==> src/rtl/keypad_scan_debounce.sv <==
// Row-scanned matrix keypad with column synchroniser, press/release debounce and hold status.
// Optional macro KEYPAD_HEX_MAP_EN maps accepted keys to the 4x4 hex pad legend instead of r*COLS+c.
module keypad_scan_debounce #(
  parameter int unsigned ROWS            = 4,
  parameter int unsigned COLS            = 4,
  parameter int unsigned SETTLE_CYCLES   = 1024,
  parameter int unsigned DEBOUNCE_CYCLES = 50000,
  parameter int unsigned CODE_W          = 4
) (
  input  logic              clk,
  input  logic              reset,
  input  logic [COLS-1:0]   col,
  output logic [ROWS-1:0]   row,
  output logic [CODE_W-1:0] key_code,
  output logic              key_valid,
  output logic              key_held,
  output logic              multi_err
);

  localparam int unsigned CNT_MAX = (SETTLE_CYCLES > DEBOUNCE_CYCLES) ? SETTLE_CYCLES : DEBOUNCE_CYCLES;
  localparam int unsigned CNT_W   = $clog2(CNT_MAX) + 1;
  localparam int unsigned RIDX_W  = (ROWS > 1) ? $clog2(ROWS) : 1;
  localparam int unsigned CIDX_W  = (COLS > 1) ? $clog2(COLS) : 1;

  localparam logic [CNT_W-1:0]  SETTLE_LAST = CNT_W'(SETTLE_CYCLES - 1);
  localparam logic [CNT_W-1:0]  DEB_LAST    = CNT_W'(DEBOUNCE_CYCLES - 1);
  localparam logic [RIDX_W-1:0] ROW_LAST    = RIDX_W'(ROWS - 1);

  localparam logic [1:0] ST_SCAN     = 2'd0;
  localparam logic [1:0] ST_PRESS_DB = 2'd1;
  localparam logic [1:0] ST_HELD     = 2'd2;
  localparam logic [1:0] ST_REL_DB   = 2'd3;

  if ((2 ** CODE_W) < (ROWS * COLS)) begin : g_code_w_check
    $error("CODE_W too narrow for ROWS*COLS keys");
  end

`ifdef KEYPAD_HEX_MAP_EN
  if (ROWS != 4 || COLS != 4 || CODE_W != 4) begin : g_hex_map_check
    $error("KEYPAD_HEX_MAP_EN requires ROWS=4, COLS=4, CODE_W=4");
  end

  // Legend of the 4x4 pad, indexed by r*4+c
  function automatic logic [3:0] hex_legend(input logic [3:0] idx);
    case (idx)
      4'd0:    return 4'h1;
      4'd1:    return 4'h2;
      4'd2:    return 4'h3;
      4'd3:    return 4'hA;
      4'd4:    return 4'h4;
      4'd5:    return 4'h5;
      4'd6:    return 4'h6;
      4'd7:    return 4'hB;
      4'd8:    return 4'h7;
      4'd9:    return 4'h8;
      4'd10:   return 4'h9;
      4'd11:   return 4'hC;
      4'd12:   return 4'hE;
      4'd13:   return 4'h0;
      4'd14:   return 4'hF;
      default: return 4'hD;
    endcase
  endfunction
`endif

  logic [COLS-1:0]   r_col_m;
  logic [COLS-1:0]   r_col_s;
  logic [1:0]        r_state;
  logic [CNT_W-1:0]  r_cnt;
  logic [RIDX_W-1:0] r_row_idx;
  logic [ROWS-1:0]   r_row;
  logic [COLS-1:0]   r_pat;
  logic [RIDX_W-1:0] r_hit_row;
  logic [CIDX_W-1:0] r_hit_col;
  logic [CODE_W-1:0] r_key_code;
  logic              r_key_valid;
  logic              r_key_held;
  logic              r_multi_err;

  logic [1:0]        w_state_nxt;
  logic [CNT_W-1:0]  w_cnt_nxt;
  logic [RIDX_W-1:0] w_row_idx_nxt;
  logic [ROWS-1:0]   w_row_nxt;
  logic [COLS-1:0]   w_pat_nxt;
  logic [RIDX_W-1:0] w_hit_row_nxt;
  logic [CIDX_W-1:0] w_hit_col_nxt;
  logic [CODE_W-1:0] w_key_code_nxt;
  logic              w_key_valid_nxt;
  logic              w_key_held_nxt;
  logic              w_multi_err_nxt;

  logic              w_col_any;
  logic              w_col_onehot;
  logic [CIDX_W-1:0] w_col_idx;
  logic [RIDX_W-1:0] w_row_idx_inc;
  logic [CODE_W-1:0] w_code_lin;
  logic [CODE_W-1:0] w_code_map;

  // Two-flop synchroniser on the raw column pins
  always_ff @(posedge clk or posedge reset) begin
    if (reset) begin
      r_col_m <= '0;
      r_col_s <= '0;
    end else begin
      r_col_m <= col;
      r_col_s <= r_col_m;
    end
  end

  assign w_col_any     = (r_col_s != '0);
  assign w_col_onehot  = w_col_any && ((r_col_s & (r_col_s - COLS'(1))) == '0);
  assign w_row_idx_inc = (r_row_idx == ROW_LAST) ? '0 : r_row_idx + RIDX_W'(1);
  assign w_code_lin    = CODE_W'(32'(r_hit_row) * COLS + 32'(r_hit_col));

`ifdef KEYPAD_HEX_MAP_EN
  assign w_code_map = CODE_W'(hex_legend(4'(w_code_lin)));
`else
  assign w_code_map = w_code_lin;
`endif

  // Column index of a one-hot sample
  always_comb begin
    w_col_idx = '0;
    for (int i = 0; i < COLS; i++) begin
      if (r_col_s[i]) w_col_idx = CIDX_W'(i);
    end
  end

  always_ff @(posedge clk or posedge reset) begin
    if (reset) begin
      r_state     <= ST_SCAN;
      r_cnt       <= '0;
      r_row_idx   <= '0;
      r_row       <= ROWS'(1);
      r_pat       <= '0;
      r_hit_row   <= '0;
      r_hit_col   <= '0;
      r_key_code  <= '0;
      r_key_valid <= 1'b0;
      r_key_held  <= 1'b0;
      r_multi_err <= 1'b0;
    end else begin
      r_state     <= w_state_nxt;
      r_cnt       <= w_cnt_nxt;
      r_row_idx   <= w_row_idx_nxt;
      r_row       <= w_row_nxt;
      r_pat       <= w_pat_nxt;
      r_hit_row   <= w_hit_row_nxt;
      r_hit_col   <= w_hit_col_nxt;
      r_key_code  <= w_key_code_nxt;
      r_key_valid <= w_key_valid_nxt;
      r_key_held  <= w_key_held_nxt;
      r_multi_err <= w_multi_err_nxt;
    end
  end

  // Next-state and output logic; row drive only moves in SCAN or when leaving a key
  always_comb begin
    w_state_nxt     = r_state;
    w_cnt_nxt       = r_cnt;
    w_row_idx_nxt   = r_row_idx;
    w_row_nxt       = r_row;
    w_pat_nxt       = r_pat;
    w_hit_row_nxt   = r_hit_row;
    w_hit_col_nxt   = r_hit_col;
    w_key_code_nxt  = r_key_code;
    w_key_valid_nxt = 1'b0;
    w_key_held_nxt  = r_key_held;
    w_multi_err_nxt = 1'b0;

    case (r_state)
      ST_SCAN: begin
        if (r_cnt == SETTLE_LAST) begin
          w_cnt_nxt = '0;
          if (w_col_onehot) begin
            w_pat_nxt     = r_col_s;
            w_hit_row_nxt = r_row_idx;
            w_hit_col_nxt = w_col_idx;
            w_state_nxt   = ST_PRESS_DB;
          end else begin
            w_multi_err_nxt = w_col_any;
            w_row_idx_nxt   = w_row_idx_inc;
            w_row_nxt       = ROWS'(1) << w_row_idx_inc;
          end
        end else begin
          w_cnt_nxt = r_cnt + CNT_W'(1);
        end
      end

      ST_PRESS_DB: begin
        if (r_col_s != r_pat) begin
          w_cnt_nxt     = '0;
          w_state_nxt   = ST_SCAN;
          w_row_idx_nxt = w_row_idx_inc;
          w_row_nxt     = ROWS'(1) << w_row_idx_inc;
        end else if (r_cnt == DEB_LAST) begin
          w_cnt_nxt       = '0;
          w_key_code_nxt  = w_code_map;
          w_key_valid_nxt = 1'b1;
          w_key_held_nxt  = 1'b1;
          w_state_nxt     = ST_HELD;
        end else begin
          w_cnt_nxt = r_cnt + CNT_W'(1);
        end
      end

      ST_HELD: begin
        if (!w_col_any) begin
          w_cnt_nxt   = '0;
          w_state_nxt = ST_REL_DB;
        end
      end

      ST_REL_DB: begin
        // Any activity during release is bounce on the held key, not a new press
        if (w_col_any) begin
          w_cnt_nxt   = '0;
          w_state_nxt = ST_HELD;
        end else if (r_cnt == DEB_LAST) begin
          w_cnt_nxt      = '0;
          w_key_held_nxt = 1'b0;
          w_state_nxt    = ST_SCAN;
          w_row_idx_nxt  = w_row_idx_inc;
          w_row_nxt      = ROWS'(1) << w_row_idx_inc;
        end else begin
          w_cnt_nxt = r_cnt + CNT_W'(1);
        end
      end

      default: begin
        w_cnt_nxt   = '0;
        w_state_nxt = ST_SCAN;
      end
    endcase
  end

  assign row       = r_row;
  assign key_code  = r_key_code;
  assign key_valid = r_key_valid;
  assign key_held  = r_key_held;
  assign multi_err = r_multi_err;

endmodule

==> config.mk <==
export PLATFORM = sky130hd
export DESIGN_NAME = keypad_scan_debounce
export DESIGN_NICKNAME = d
export VERILOG_FILES = /design/src/rtl/keypad_scan_debounce.sv
export SDC_FILE = /design/constraint.sdc
export NUM_CORES = 1
export LEC_CHECK = 0
export CORE_UTILIZATION = 35
export DETAILED_ROUTE_END_ITERATION = 10
export GPL_ROUTABILITY_DRIVEN = 1
export PLACE_DENSITY = 0.52
export SETUP_SLACK_MARGIN = 0.3
export SLEW_MARGIN = 15
export SYNTH_ARGS = -nofsm -noshare
export SYNTH_HDL_FRONTEND = slang
export SYNTH_SLANG_ARGS = --single-unit
==> constraint.sdc <==
create_clock -name clk -period 6.77 [get_ports clk]
set_input_delay 1.354 -clock clk [delete_from_list [all_inputs] [get_ports clk]]
set_output_delay 1.354 -clock clk [all_outputs]
set_load 0.005 [all_outputs]
==> results of run 1 <==
## through the flow
stage	power [mW]	hold WS (ns)	cell area, sq um	setup WS, ns	utilization, %
after floorplan	0.309	0.331	2360	4.27	-
after global placement	0.312	0.332	2560	4.12	39.8
after detailed placement	0.313	0.339	2560	4.10	39.8
after CTS	0.567	0.362	2700	4.06	42.0
after global routing	0.579	0.365	2700	4.04	42.0
final	0.556	0.358	2700	4.08	42.0
## worst register-to-register path, cell delays in order, from the launching register on
cell,delay [ns]
dfrtp_1,0.42
or4_4,0.56
nor3_4,0.25
nand3_1,0.12
nor3_1,0.57
mux2_2,0.41
## worst max-delay path by stage
stage	from	endpoint	slack (ns)	depth (start not counted)
final	row[0]$_DFFE_PP1P_	row[0]	4.08	1
after detailed placement	reset	multi_err$_DFF_PP0_	4.10	2
after global placement	reset	r_pat[0]$_DFFE_PP0P_	4.12	2
after global routing	row[0]$_DFFE_PP1P_	row[0]	4.04	1
after CTS	row[0]$_DFFE_PP1P_	row[0]	4.06	1
after floorplan	reset	key_code[0]$_DFFE_PP0P_	4.27	1
## power groups by stage
| stage | Sequential, mW | Combinational [mW] | Clock (mW) |
|---|---|---|---|
| floorplan | 0.295 | 0.0134 | 0 |
| detailed placement | 0.298 | 0.0145 | 0 |
| global placement | 0.298 | 0.0143 | 0 |
| finish | 0.292 | 0.0138 | 0.250 |
| global route | 0.293 | 0.0159 | 0.271 |
| CTS | 0.292 | 0.0145 | 0.260 |
## routing by layer
metal / vias up / part of all wire (%) / GRT usage [%]
li1: 791 / - / -
met1: 757 / 53 / 20.2
met2: 22 / 43 / 20.4
met3: 7 / 2.5 / 2.95
met4: 0 / 1.6 / 5.64
met5: - / 0 / 0
## flip-flops by register name, summed over array words and instances, names as in the netlist, 4 cells and up
register and count:
r_pat 4, row 4, r_col_s 4, r_cnt 17
r_col_m 4, key_code 4
## cells in the final DEF (no fill, tap or decap), types with 3 or more instances in the layout
cell type	n
and3_1	3
inv_1	5
xnor2_1	8
ha_1	6
mux2_2	16
nand3_1	11
nor4_1	4
o31ai_1	3
nand2_1	16
a21oi_1	7
xor2_1	6
clkdlybuf4s50_1	16
nor3_1	6
o21ai_0	16
clkbuf_8	5
nor2_1	23
dfrtp_1	47
## cells by family (layout without fill, tap and decap cells)
family          Yosys count  count (layout)  synth area share [%]
simple gates             81              81                  18.5
mux                      17              17                  8.05
flops                    48              48                  50.9
buf+inv                  14              30                  3.55
fa+ha+maj                 7               7                  3.60
compound gates           36              36                  10.3
xor+xnor                 14              14                  5.19
## layout make-up
cell class,instances,area [sq um],area share (%)
inverters,6,23.8,0.881
clock buffers,5,68.8,2.55
flip-flops and latches,48,1200,44.6
multi-input cells,155,1080,39.9
clock inverters,3,68.8,2.55
repair buffers,16,160,5.94
well taps,77,96.3,3.57
==> reports/results.txt, run 1 <==
status - complete, but fails checks
violated checks - design-rule violations
Critical Path AT - 1.34 ns
Critical Path RT - 5.42 ns
Slowest cell on crit path - dfstp_2
CTS buffer count - 5
worst r2r src - r_cnt[10]$_DFFE_PP0N_
Die H - 84.2 um
unrepaired setup endpoints after global routing - no
P per Cell Area - 206 nW/um^2
period utilization - 39.7%
Slew headroom - 44.4%
Worst-Skew Late Latency - 0.30 ns
net switching power - 113 uW
Area Overhead vs Synth - 14.1%
most used flip-flop cell after synthesis - dfrtp_1
Hold Crit Start - r_col_m[3]$_DFF_PP0_
pins over their slew limit - 0
worst slew pin tran - 0.833 ns
crit-path max FO - 2
worst hold path type - reg -> reg
post-DP HPWL - 2950 um
Post-Layout Cell Count - 310
die outline width - 84.2 um
DRC violations left - 2
r2r worst-path depth - 5
initial antenna violation count - 0
Clock Skew - 0.00937 ns
Mapped Avg Cell Area - 10.9 sq um
Seq/Total Area, Yosys - 50.9%
Core ar. - 6420 sq um
internal power - 443 uW
fill cell total of the finished layout - 609
FFs w/ async S/R, synth - 100%
Top delay family on crit path - flip-flops
Root Buffer - clkbuf_8
number of global-route vias before repair - 1552
Slowest Stage Delay on Critical Path - 0.54 ns
FMAX - 372 MHz
Hold Vio Cnt, Final - 0
post-DR vias/cell - 5.09
First-pass DRT Iterations - 9
cell with the most instances after synthesis - dfrtp_1
Synth area leader - dfrtp_1
# rows - 29
grt total ovfl - 0
Post-synth EDFFs - 0
# diodes - 0
Total GRT Usage - 14.0%
DP Cell Count - 302
clock transition at the registers of the reported paths - 0.10 ns
layout cells sized above 1 - 15.0%
Sum Neg Setup Slack - 0 ns
synth warn - 0
Worst setup EP type - output pin
number of port buffers - 16
drt wl/cell - 14.3 um
synth cell count leaders - dfrtp_1, nor2_1, mux2_2, nand2_1, o21ai_0
total wire length - 4430 um
Clock Sinks - 48
part of the power in registers - 52.6%
Post-Syn Nets - 229
Min Clock Period, post-route - 2.69 ns
post-synthesis cell type count - 47
antenna viol nets, final - 0
Final GP Congestion - 0.795
crit-path cells - clkdlybuf4s50_1
endpoints failing setup - 0
post-CTS setup buffer count - 0
cts hold-fix bufs - 0
Hold EP - r_col_s[3]$_DFF_PP0_
Leakage - 1.14 nW
via count - 1577
pin count of the biggest net entering global routing - 49
share of the synthesized area in the top cell type - 49.8%
# Max-Cap Violations - 0
sw frac - 20.4%
Total Nets Final - 244
VDD IR max - 0.107 mV
CTS tree - yes
Top Ports - 17
clock tree buffer depth - 2
setup slack, reg-to-reg - 4.36 ns
DR iter-0 viols - 130
critical path class - reg -> out
CP Buf/Inv Count - 1
first-pass GRT wire length - 7740 um
Initial Utilization - 36.8%
Clock power frac - 44.9%
Die ar. - 7090 sq um
Hold Path Depth - 0
Post-Synthesis Cell Area - 2360 sq um
Logic pwr share - 2.5%
r2r endpoint - key_code[3]$_DFFE_PP0P_
CTS resizes - 0
cells after synthesis - 217
#FFs+latches synth - 48
CP Launch Type - flop
htree depth - 2
largest cells by area after synthesis - dfrtp_1, mux2_2, nor2_1, o21ai_0, ha_1
No activity file was read; power rests on OpenSTA's default activity.
==> run 2, diff against run 1 <==
--- a/config.mk
+++ b/config.mk
@@ -8,7 +8,7 @@
 export CORE_UTILIZATION = 35
 export DETAILED_ROUTE_END_ITERATION = 10
 export GPL_ROUTABILITY_DRIVEN = 1
-export PLACE_DENSITY = 0.52
+export PLACE_DENSITY = 0.54
 export SETUP_SLACK_MARGIN = 0.3
 export SLEW_MARGIN = 15
 export SYNTH_ARGS = -nofsm -noshare
==> constraint.sdc (replaced) <==
create_clock -name clk -period 2.2 [get_ports clk]
set_input_delay 0.44 -clock clk [delete_from_list [all_inputs] [get_ports clk]]
set_output_delay 0.44 -clock clk [all_outputs]
set_load 0.005 [all_outputs]
==> run 2 against run 1 <==
Compared with the run above: clock-buffer cell count stayed put; highest routed layer unchanged; global-route usage is 2.3 points higher; cell count up 17%; routed wire length increased by 18%; first-iteration DRC count is 14% lower; combinational power grew to 5.1 times the previous value; sequential power grew to 3.1 times the previous value; utilization is 10 points higher; clock skew is 0.0017 ns higher; clock power grew to 2.7 times the previous value; the run now ends clean; non-clock buffer count grew 53; register-to-register slack worse by 4.3 ns.
==> reports/results.txt, run 2 (synthesis results as in run 1) <==
Critical Path RT - 2.40 ns
Worst setup EP type - flop
number of global-route vias before repair - 1831
fin worst setup slack - 0.0204 ns
Hold Vio Cnt, Final - 0
Worst Setup Slack post-DPL - -0.0327 ns
Clock Skew - 0.0111 ns
Min Clock Period, post-route - 2.18 ns
drt wl/cell - 14.4 um
Root Buffer - clkbuf_8
Area Overhead vs Synth - 42.1%
post-DR vias/cell - 5.13
Total GRT Usage - 16.3%
critical path class - reg -> reg
Leakage - 1.45 nW
grt total ovfl - 0
fill cell total of the finished layout - 555
Core ar. - 6420 sq um
# rows - 29
cts hold-fix bufs - 0
Worst-Skew Late Latency - 0.31 ns
CP Launch Type - flop
antenna viol nets, final - 0
most frequent CP cell - nand3_4
total wire length - 5210 um
worst r2r src - r_cnt[12]$_DFFE_PP0N_
Die H - 84.2 um
most frequent cells in the layout - dfrtp_1, buf_4, nor2_1
pin count of the biggest net entering global routing - 29
CTS buffer count - 5
worst slew pin tran - 0.508 ns
status - complete, no violations
first-pass GRT wire length - 9080 um
Final GP Congestion - 0.764
Clock Sinks - 48
register area - 1210 sq um
htree depth - 2
P per Cell Area - 488 nW/um^2
layout cells sized above 1 - 42.0%
Slew headroom - 65.8%
crit-path max FO - 6
Largest register FFs - 17
clock tree buffer depth - 2
Die ar. - 7090 sq um
r2r worst-path depth - 7
r2r endpoint - row[1]$_DFFE_PP0P_
# diodes - 0
Biggest register - r_cnt
Worst Setup EP - row[1]$_DFFE_PP0P_
Critical Path AT - 2.38 ns
Sum Neg Setup Slack - 0 ns
worst hold path type - reg -> reg
die outline width - 84.2 um
CTS tree - yes
First-pass DRT Iterations - 4
Multi-input gate area - 1300 sq um
Slowest cell on crit path - or4_4
DRC violations left - 0
initial antenna violation count - 0
Slowest Stage Delay on Critical Path - 0.54 ns
via count - 1861
crit-path cells - or4_4, nor3_4, buf_4, nand3_4, o21ai_4, nand3_4, mux2_4
VDD IR max - 0.364 mV
endpoints failing setup - 0
period utilization - 99.1%
pins over their slew limit - 0
unrepaired setup endpoints after global routing - yes
number of port buffers - 16
setup slack, reg-to-reg - 0.02 ns
FMAX - 459 MHz
Total Nets Final - 297
crit path from - r_cnt[12]$_DFFE_PP0N_
Initial Utilization - 36.8%
DR iter-0 viols - 112
Top Ports - 17
Power Total - 1.64 mW
# Max-Cap Violations - 0
post-DP HPWL - 3480 um
clock transition at the registers of the reported paths - 0.10 ns
## run 2: critical path, delay by kind of cell (launching register included)
family	cells	cell delay, ns
AOI/OAI and AO/OA	1	0.20
buffers and inverters	1	0.16
muxes	1	0.34
and+or+nand+nor	4	0.98
DFF	1	0.39
## run 2: area by class of cell
type | count | share of cell area, %
Tap cell | 77 | 2.87
Multi-Input combinational cell | 155 | 38.8
Inverter | 6 | 0.670
Clock buffer | 5 | 2.05
Clock inverter | 3 | 1.42
Timing Repair Buffer | 69 | 18.2
Sequential cell | 48 | 35.9
## run 2: repair_timing
item                                    in CTS  in global routing
buffers inserted                            15                  6
pin swaps                                   11                 11
resized for setup                           27                 27
endpoints found under the setup margin      38                 40
## run 2: power breakdown
| group | internal [mW] | switching (mW) | total, mW |
|---|---|---|---|
| Combinational | 0.0343 | 0.0365 | 0.0707 |
| Sequential | 0.890 | 0.00976 | 0.899 |
| Clock | 0.343 | 0.328 | 0.671 |
## run 2: worst min-delay path by stage
stage / start / endpoint / slack (ns) / cells past startpoint
floorplan: r_col_m[0]$_DFF_PP0_ / r_col_s[0]$_DFF_PP0_ / 0.33 / 0
global placement: r_col_m[1]$_DFF_PP0_ / r_col_s[1]$_DFF_PP0_ / 0.33 / 0
detailed placement: r_col_m[1]$_DFF_PP0_ / r_col_s[1]$_DFF_PP0_ / 0.34 / 0
CTS: r_col_m[1]$_DFF_PP0_ / r_col_s[1]$_DFF_PP0_ / 0.36 / 0
global route: r_col_m[3]$_DFF_PP0_ / r_col_s[3]$_DFF_PP0_ / 0.36 / 0
finish: r_col_m[2]$_DFF_PP0_ / r_col_s[2]$_DFF_PP0_ / 0.35 / 0
## run 2: metal layers
layer	wire [um]	up-vias	part of all wire, %	global-route usage (%)
met5	0	-	0	0
met4	87	0	1.7	5.17
met3	129	9	2.5	3.54
met2	2430	23	47	25.0
met1	2560	924	49	23.0
li1	-	905	-	-
## run 2: through the flow
step | cell area, sq um | utilization, % | hold WS, ns | std cells
6_report | 3360 | 52.3 | 0.353 | 363
5_1_grt | 3360 | 52.3 | 0.362 | 363
4_1_cts | 3180 | 49.5 | 0.359 | 357
3_5_place_dp | 2840 | 44.2 | 0.336 | 334
3_3_place_gp | 2840 | 44.2 | 0.332 | 334
2_1_floorplan | 2390 | - | 0.331 | 217
==> run 3, diff against run 2 <==
--- a/config.mk
+++ b/config.mk
@@ -5,10 +5,12 @@
 export SDC_FILE = /design/constraint.sdc
 export NUM_CORES = 1
 export LEC_CHECK = 0
+export CELL_PAD_IN_SITES_DETAIL_PLACEMENT = 0
+export CELL_PAD_IN_SITES_GLOBAL_PLACEMENT = 1
 export CORE_UTILIZATION = 35
 export DETAILED_ROUTE_END_ITERATION = 10
 export GPL_ROUTABILITY_DRIVEN = 1
-export PLACE_DENSITY = 0.54
+export PLACE_DENSITY = 0.65
 export SETUP_SLACK_MARGIN = 0.3
 export SLEW_MARGIN = 15
 export SYNTH_ARGS = -nofsm -noshare
==> run 3 against run 2 <==
Compared with the run above: the run now ends with design-rule violations, negative setup slack left; critical path depth is 1 higher; clock-buffer cell count stayed put; sequential power hardly changed; non-clock buffer count is 6 lower; die area stayed put; largest cell class unchanged; hold slack better by 0.0016 ns; register-to-register slack worse by 0.02 ns; cell count is 1.7% lower; routed wire length is 6.7% higher; power is 1.1% lower; utilization is 1.1 points higher; global-route usage is 0.64 points higher.
==> reports/results.txt, run 3 (synthesis results as in run 1) <==
via count - 1829
Top delay family on crit path - simple AND/OR/NAND/NOR gates
Finished Cell Area - 3430 sq um
register area - 1200 sq um
Worst Setup Slack post-DPL - -0.0223 ns
CP Buf/Inv Count - 2
fin worst setup slack - -0.00195 ns
Leakage - 1.43 nW
# diodes - 0
# Max-Cap Violations - 0
Initial Utilization - 36.8%
total wire length - 5560 um
status - complete, but fails checks
CTS tree - yes
setup slack, reg-to-reg - -0.002 ns
Worst setup EP type - flop
antenna viol nets, final - 0
unrepaired setup endpoints after global routing - yes
Worst-Skew Late Latency - 0.31 ns
most frequent CP cell - buf_4
grt total ovfl - 0
P per Cell Area - 474 nW/um^2
Final GP Congestion - 0.797
most frequent cells in the layout - dfrtp_1, buf_4, clkdlybuf4s50_1
crit-path max FO - 4
Root Buffer - clkbuf_8
Slew headroom - 64.9%
Critical Path RT - 2.40 ns
clock tree buffer depth - 2
period utilization - 100%
pins over their slew limit - 0
htree depth - 2
fill cell total of the finished layout - 553
post-DP HPWL - 3450 um
endpoints failing setup - 1
Core ar. - 6420 sq um
Total GRT Usage - 16.9%
post-DR vias/cell - 5.12
# rows - 29
Area after DPL - 2800 sq um
Post-Layout Cell Count - 357
Hold Vio Cnt, Final - 0
number of port buffers - 16
Multi-input gate area - 1360 sq um
Biggest register - r_cnt
die outline width - 84.2 um
First-pass DRT Iterations - 7
DR iter-0 viols - 162
Area Overhead vs Synth - 45.0%
DRC violations left - 4
pin count of the biggest net entering global routing - 32
worst hold path type - reg -> reg
CP Launch Type - flop
commonest non-fill, non-tap cell in the layout - dfrtp_1
violated checks - design-rule violations, negative setup slack
worst slew pin tran - 0.522 ns
drt wl/cell - 15.6 um
Slowest Stage Delay on Critical Path - 0.55 ns
clock transition at the registers of the reported paths - 0.10 ns
crit-path cells - or4_4, nor3_4, buf_4, nand4b_1, a21oi_2, buf_4, o21ai_1, a22o_1
DP Cell Count - 328
Clock Sinks - 48
initial antenna violation count - 0
Slowest cell on crit path - or4_4
Die H - 84.2 um
Top Ports - 17
cts hold-fix bufs - 0
Die ar. - 7090 sq um
Clock Skew - 0.00661 ns
FMAX - 454 MHz
VDD IR max - 0.346 mV
Min Clock Period, post-route - 2.20 ns
Total Nets Final - 291
first-pass GRT wire length - 9570 um
CTS buffer count - 5
layout cells sized above 1 - 44.3%
number of global-route vias before repair - 1924
critical path class - reg -> reg
Critical Path AT - 2.41 ns
Largest register FFs - 17
## run 3: where the power goes
group	total [mW]	switching, mW	leakage [nW]	internal [mW]
logic	0.0598	0.0349	0.744	0.0249
registers	0.898	0.00906	0.632	0.889
clock network	0.665	0.322	0.0583	0.343
total	1.62	0.366	1.43	1.26
## run 3: stage by stage
| stage | utilization [%] | hold slack [ns] | TNS [ns] | total power, mW |
|---|---|---|---|---|
| final | 53.4 | 0.354 | -0.00195 | 1.62 |
| after global routing | 53.4 | 0.361 | -2.06 | 1.68 |
| after CTS | 51.2 | 0.357 | 0 | 1.64 |
| after detailed placement | 43.5 | 0.335 | -0.0306 | 0.972 |
| after global placement | 43.5 | 0.335 | -0.00949 | 0.972 |
| after floorplan | - | 0.331 | 0 | 0.950 |
## run 3: routing by layer
layer  track usage, %  part of all wire (%)  vias to the layer above
li1                 -                     -                      883
met1             25.0                    51                      886
met2             24.9                    43                       47
met3             3.05                   3.9                       13
met4             6.11                   2.3                        0
met5                0                     0                        -
## run 3: final timing paths
path,start,end,cells after the start
max in group asynchronous,reset,row[0]$_DFFE_PP1P_,3
min in group asynchronous,reset,r_cnt[14]$_DFFE_PP0N_,2
setup reg to reg,r_cnt[10]$_DFFE_PP0N_,r_cnt[6]$_DFFE_PP0N_,8
hold / removal,r_col_m[2]$_DFF_PP0_,r_col_s[2]$_DFF_PP0_,0
hold reg to reg,r_col_m[2]$_DFF_PP0_,r_col_s[2]$_DFF_PP0_,0
setup / recovery,r_cnt[10]$_DFFE_PP0N_,r_cnt[6]$_DFFE_PP0N_,8
## run 3: final cells by class
class	count	area share [%]
flip-flops and latches	48	35.2
multi-input cells	155	39.8
well taps	77	2.81
repair buffers	63	18.2
clock inverters	3	1.39
clock buffers	5	2.01
inverters	6	0.657
## run 3: what timing repair did
action / in CTS / in global routing
gates cloned: 1 / 0
setup buffers: 19 / 1
pin swaps: 15 / 6
setup endpoints to repair: 38 / 40
gates resized for setup: 55 / 27
hold endpoints to repair: 0 / 0
